File: src/rtl/dip_frame_reader.sv
// dip_frame_reader: pulls RGB565 words from the SDRAM read FIFO, converts each
// to an 8-bit grey level and emits a raster-ordered pixel stream with an
// end-of-frame pulse. Pop -> FIFO word -> registered pixel is a fixed 2-cycle path.
module dip_frame_reader #(
  parameter logic [15:0] CNT_COL_MAX = 16'd1023,
  parameter logic [15:0] CNT_ROW_MAX = 16'd767
) (
  input  logic        clk,
  input  logic        rst,
  input  logic        frame_start,
  input  logic        sdram_rd_empty,
  output logic        sdram_rd_en,
  input  logic [15:0] sdram_rd_data,
  output logic        dip_en,
  output logic [7:0]  dip_data,
  output logic        busy,
  output logic        frame_done
);

  typedef enum logic [1:0] {
    IDLE  = 2'd0,
    RUN   = 2'd1,
    DRAIN = 2'd2
  } state_t;

  state_t      state;
  logic [15:0] col;
  logic [15:0] row;
  logic        pop;
  logic        last_pop;
  logic        vld_p0;
  logic        last_p0;

  // Channels are left-justified into 8 bits with zero fill, then weighted.
  // The largest possible sum (64088) fits easily in 18 bits, so no clamp.
  function automatic logic [7:0] rgb565_to_grey(input logic [15:0] px);
    logic [17:0] r8;
    logic [17:0] g8;
    logic [17:0] b8;
    logic [17:0] acc;
    r8  = {10'd0, px[15:11], 3'b000};
    g8  = {10'd0, px[10:5], 2'b00};
    b8  = {10'd0, px[4:0], 3'b000};
    acc = 18'd77 * r8 + 18'd150 * g8 + 18'd29 * b8;
    return 8'(acc >> 8);
  endfunction

  // Pop only while a frame is being fetched and the FIFO has data.
  assign sdram_rd_en = (state == RUN) && !sdram_rd_empty;
  assign pop         = sdram_rd_en;
  assign last_pop    = pop && (col == CNT_COL_MAX) && (row == CNT_ROW_MAX);

  // Frame sequencing and raster pop counters; counters hold on FIFO stalls.
  always_ff @(posedge clk or posedge rst) begin
    if (rst) begin
      state <= IDLE;
      busy  <= 1'b0;
      col   <= 16'd0;
      row   <= 16'd0;
    end else begin
      case (state)
        IDLE: begin
          col <= 16'd0;
          row <= 16'd0;
          if (frame_start) begin
            state <= RUN;
            busy  <= 1'b1;
          end
        end
        RUN: begin
          if (pop) begin
            if (col == CNT_COL_MAX) begin
              col <= 16'd0;
              row <= (row == CNT_ROW_MAX) ? 16'd0 : row + 16'd1;
            end else begin
              col <= col + 16'd1;
            end
          end
          if (last_pop) begin
            state <= DRAIN;
          end
        end
        DRAIN: begin
          if (frame_done) begin
            state <= IDLE;
            busy  <= 1'b0;
          end
        end
        default: begin
          state <= IDLE;
          busy  <= 1'b0;
        end
      endcase
    end
  end

  // Valid and end-of-frame markers travel alongside the FIFO word.
  always_ff @(posedge clk or posedge rst) begin
    if (rst) begin
      vld_p0     <= 1'b0;
      last_p0    <= 1'b0;
      dip_en     <= 1'b0;
      frame_done <= 1'b0;
    end else begin
      // p0: FIFO word is presented on sdram_rd_data this cycle
      vld_p0     <= pop;
      last_p0    <= last_pop;
      // p1: registered grey pixel and strobes
      dip_en     <= vld_p0;
      frame_done <= vld_p0 && last_p0;
    end
  end

  // Grey conversion of the word returned by the FIFO, captured only when valid.
  always_ff @(posedge clk or posedge rst) begin
    if (rst) begin
      dip_data <= 8'd0;
    end else if (vld_p0) begin
      dip_data <= rgb565_to_grey(sdram_rd_data);
    end
  end

endmodule

File: config.mk
export PLATFORM = sky130hd
export DESIGN_NAME = dip_frame_reader
export DESIGN_NICKNAME = d
export VERILOG_FILES = /design/src/rtl/dip_frame_reader.sv
export SDC_FILE = /design/constraint.sdc
export NUM_CORES = 1
export LEC_CHECK = 0
export CAP_MARGIN = 15
export CORE_UTILIZATION = 45
export CTS_BUF_LIST = sky130_fd_sc_hd__clkbuf_2
export DETAILED_ROUTE_END_ITERATION = 6
export PLACE_DENSITY = 0.67
export RECOVER_POWER = 50
export SLEW_MARGIN = 20
export SYNTH_ARGS = -nofsm -noshare
export SYNTH_HDL_FRONTEND = slang
export SYNTH_SLANG_ARGS = --single-unit
File: constraint.sdc
create_clock -name clk -period 1.98 [get_ports clk]
set_input_delay 0.396 -clock clk [delete_from_list [all_inputs] [get_ports clk]]
set_output_delay 0.396 -clock clk [all_outputs]
set_load 0.005 [all_outputs]
==> impl_metrics.csv <==
group,metric,value,unit
timing,slew_viol_final,0,
layout,final_nets,738,
logic_synthesis,netlist_top_cells_area,"dfrtp_1 26%, ha_1 22%, fa_1 9.1%, xor2_1 4.8%, inv_1 3.7%",
logic_synthesis,synth_fp_nets,600,
route,dr.first_iter.drc_count,102,
power,clockPowerShare,4.4,%
route,wl,11.3,mm
logic_synthesis,synth_top_area_share,25.6,%
clock_tree,clkLatencyLatePin,410,ps
layout,antennaDiodeCount,0,
logic_synthesis,netlist_area,4600,um2
grt,antenna_found_initial,0,
logic_synthesis,yosysWarnings,0,
worst_setup_path,cp_max_fo,3,
worst_setup_path,reg2reg_from,"col[0]",
clock_tree,cts_tree,"yes",
worst_setup_path,crit_type,"input pin to flip-flop",
layout,instances_no_fill,750,
worst_hold_path,hp-class,"input pin to asynchronous set/reset pin",
power,p_leak,2.99,nW
clock_tree,cts_buffer_depth,2,
logic_synthesis,yosysTopAreaCell,"dfrtp_1",
logic_synthesis,ys_seq_elements,47,
grt,grt_max_degree,20,
place,dp_hpwl,8.14,mm
route,vias,3939,
power,p_seq_share,15.4,%
floorplan,rows,36,
logic_synthesis,synth_ff_type,"dfrtp_1",
timing,fmax,244,MHz
route,drc_errors,0,
layout,area.growth.synth_to_final,43.9,%
logic_synthesis,synth_seq_area_share,25.6,%
grt,grt_pass1_vias,4080,
logic_synthesis,synth_area_per_cell,9.63,um2
clock_tree,cts_max_level,2,
place,io_buffer_count,31,
clock_tree,clk_pin_slew,230,ps
timing,setup_ws,-2120,ps
timing,hold_viol,0,
power,peakVddDrop,0.00112,V
clock_tree,cts_inserted_buffers,5,
logic_synthesis,ys_top_cells_by_count,"81 x ha_1, 47 x dfrtp_1, 45 x inv_1",
power,sw_frac_of_total,41.4,%
floorplan,die_h,103,um
grt,grt_use_total,22.6,%
run_status,status,"finished, violations left",
flow_run,maxCapViolCount,0,
timing,fin_crit_sh,207,%
logic_synthesis,async_reset_ff_share,100,%
route,postRouteAntennaNets,0,
grt,gr-total-overflow,0,
worst_setup_path,r2r.worst_path.cells,6,
timing,rsz0062_at_grt,"true",
worst_setup_path,critPathLaunch,"sdram_rd_data[9]",
logic_synthesis,synth_edf_count,0,
logic_synthesis,yosysMostFrequentCell,"ha_1",
timing,slew_headroom,54.7,%
clock_tree,clock_sinks,47,
worst_setup_path,start_kind,"input pin",
timing,setup_tns,-14380,ps
power,p_per_area,1290,nW/um2
floorplan,start_util,46.7,%
route,drt-vias-per-instance,5.25,
route,routedWlPerCell,15.1,um
timing,finalSetupViolations,8,
worst_setup_path,end_kind,"flip-flop",
power,pwr-share-comb,80.1,%
logic_synthesis,syn_inst,478,
floorplan,coreArea,9860,um2
run_status,failed_checks,"negative setup slack",
route,dr.pass1.iters,4,
timing,finalClockSkew,15.5,ps
timing,min_period,4100,ps
grt,grt_pass1_wl,18.8,mm
floorplan,io_pins,32,
floorplan,dieArea,10600,um2
logic_synthesis,synth_cell_types,51,
power,p_int,0.00501,W
place,placedCellCount,728,
floorplan,die_w,103,um
place,gp_congestion,0.824,
clock_tree,cts_root_buffer,"clkbuf_2",
worst_setup_path,worstPathRequired,2310,ps
timing,worstMarginPinSlew,680,ps
layout,final_layout_size_suffix_gt1_share,39.2,%
worst_setup_path,arrival,4430,ps
power,power_switching,0.00354,W
## final cells by class
class / instances / area, um2
Multi-Input combinational cell: 379 / 3960
Clock inverter: 3 / 15.0
Sequential cell: 47 / 1180
Clock buffer: 5 / 25.0
Tap cell: 133 / 166
Inverter: 45 / 169
Fill cell: 746 / 3240
Timing Repair Buffer: 138 / 1110
## metal layers
layer	track usage (%)	part of all wire, %	vias up
li1	-	-	1964
met1	30.7	46	1917
met2	39.8	52	51
met3	2.31	2.0	7
met4	3.14	0.39	0
met5	0	0	-
## state kept, by name, summed over array words and instances, names as in the netlist
signal / flops
busy: 1
last_p0: 1
dip_data: 8
frame_done: 1
state: 2
row: 16
dip_en: 1
vld_p0: 1
col: 16
## power by group through the flow
stage,Clock [W],Combinational [W],Sequential [W]
3_5_place_dp,0,0.00515,0.00133
5_1_grt,0.000438,0.00751,0.00135
4_1_cts,0.000389,0.00633,0.00132
6_report,0.000380,0.00685,0.00132
3_3_place_gp,0,0.00501,0.00133
2_1_floorplan,0,0.00325,0.00131
## per-stage QoR
stage	cell area, um2	worst slack (ps)	power [W]	utilization [%]	hold WS (ps)
4_1_cts	6460	-2130	0.00803	65.5	243
5_1_grt	6620	-2220	0.00930	67.1	495
3_3_place_gp	5980	-3060	0.00634	60.6	437
2_1_floorplan	4830	-2350	0.00456	-	372
3_5_place_dp	5980	-3170	0.00648	60.6	446
6_report	6620	-2120	0.00855	67.1	467
## final timing paths
kind                            slack (ps)           to
worst max-delay path                 -2120  dip_data[6]
worst min-delay path                   470       col[5]
worst max register to register          10       row[5]
worst min register to register         490   frame_done
max in group asynchronous              450     state[1]
min in group clk                       490   frame_done
## cells in the final DEF (no fill, tap or decap), types with 4 or more instances in the layout
cell / count
a21o_1: 6
buf_6: 8
o41ai_2: 4
nor2_1: 38
buf_2: 7
clkdlybuf4s50_1: 13
or3_4: 5
ha_4: 28
nor3_1: 8
o21ai_1: 12
ha_1: 51
a21oi_1: 9
clkbuf_2: 7
nand3_1: 16
o21ai_0: 10
buf_4: 99
fa_1: 17
and4_1: 4
inv_1: 36
inv_2: 9
nand2_1: 24
xor2_1: 21
nand4_1: 6
a21oi_2: 7
and2_1: 5
o31ai_2: 7
dfrtp_1: 46
nand2b_1: 5
xnor2_1: 10
fa_2: 4
o21bai_1: 6
nor2b_1: 4
mux2_2: 4
## critical path, cell delays in order
cell	delay [ps]
buf_6	110
ha_4	230
ha_4	260
fa_2	450
fa_2	350
a21o_1	170
a21oi_2	170
nor2b_1	60
o21a_1	180
nor2_1	120
xor2_1	100
fa_1	530
inv_2	50
ha_4	150
or3_4	390
a31oi_4	180
o41ai_2	110
xor2_1	150
mux2_4	260
## cells by family after synthesis
logic type                 share of synthesized area (%)
adders and majority gates                           31.2
xor gates and xnor gates                            7.23
DFF                                                 25.6
muxes                                               1.47
AOI/OAI and AO/OA                                   13.9
and+or+nand+nor                                     15.6
buffers and inverters                               5.03
## timing repair
action	4_1_cts	5_1_grt
resized for setup	139	40
pin swaps	46	35
hold buffers	0	0
endpoints found under the setup margin	25	26
buffers inserted	10	3
gates cloned	1	1
No activity file was read; power rests on OpenSTA's default activity.
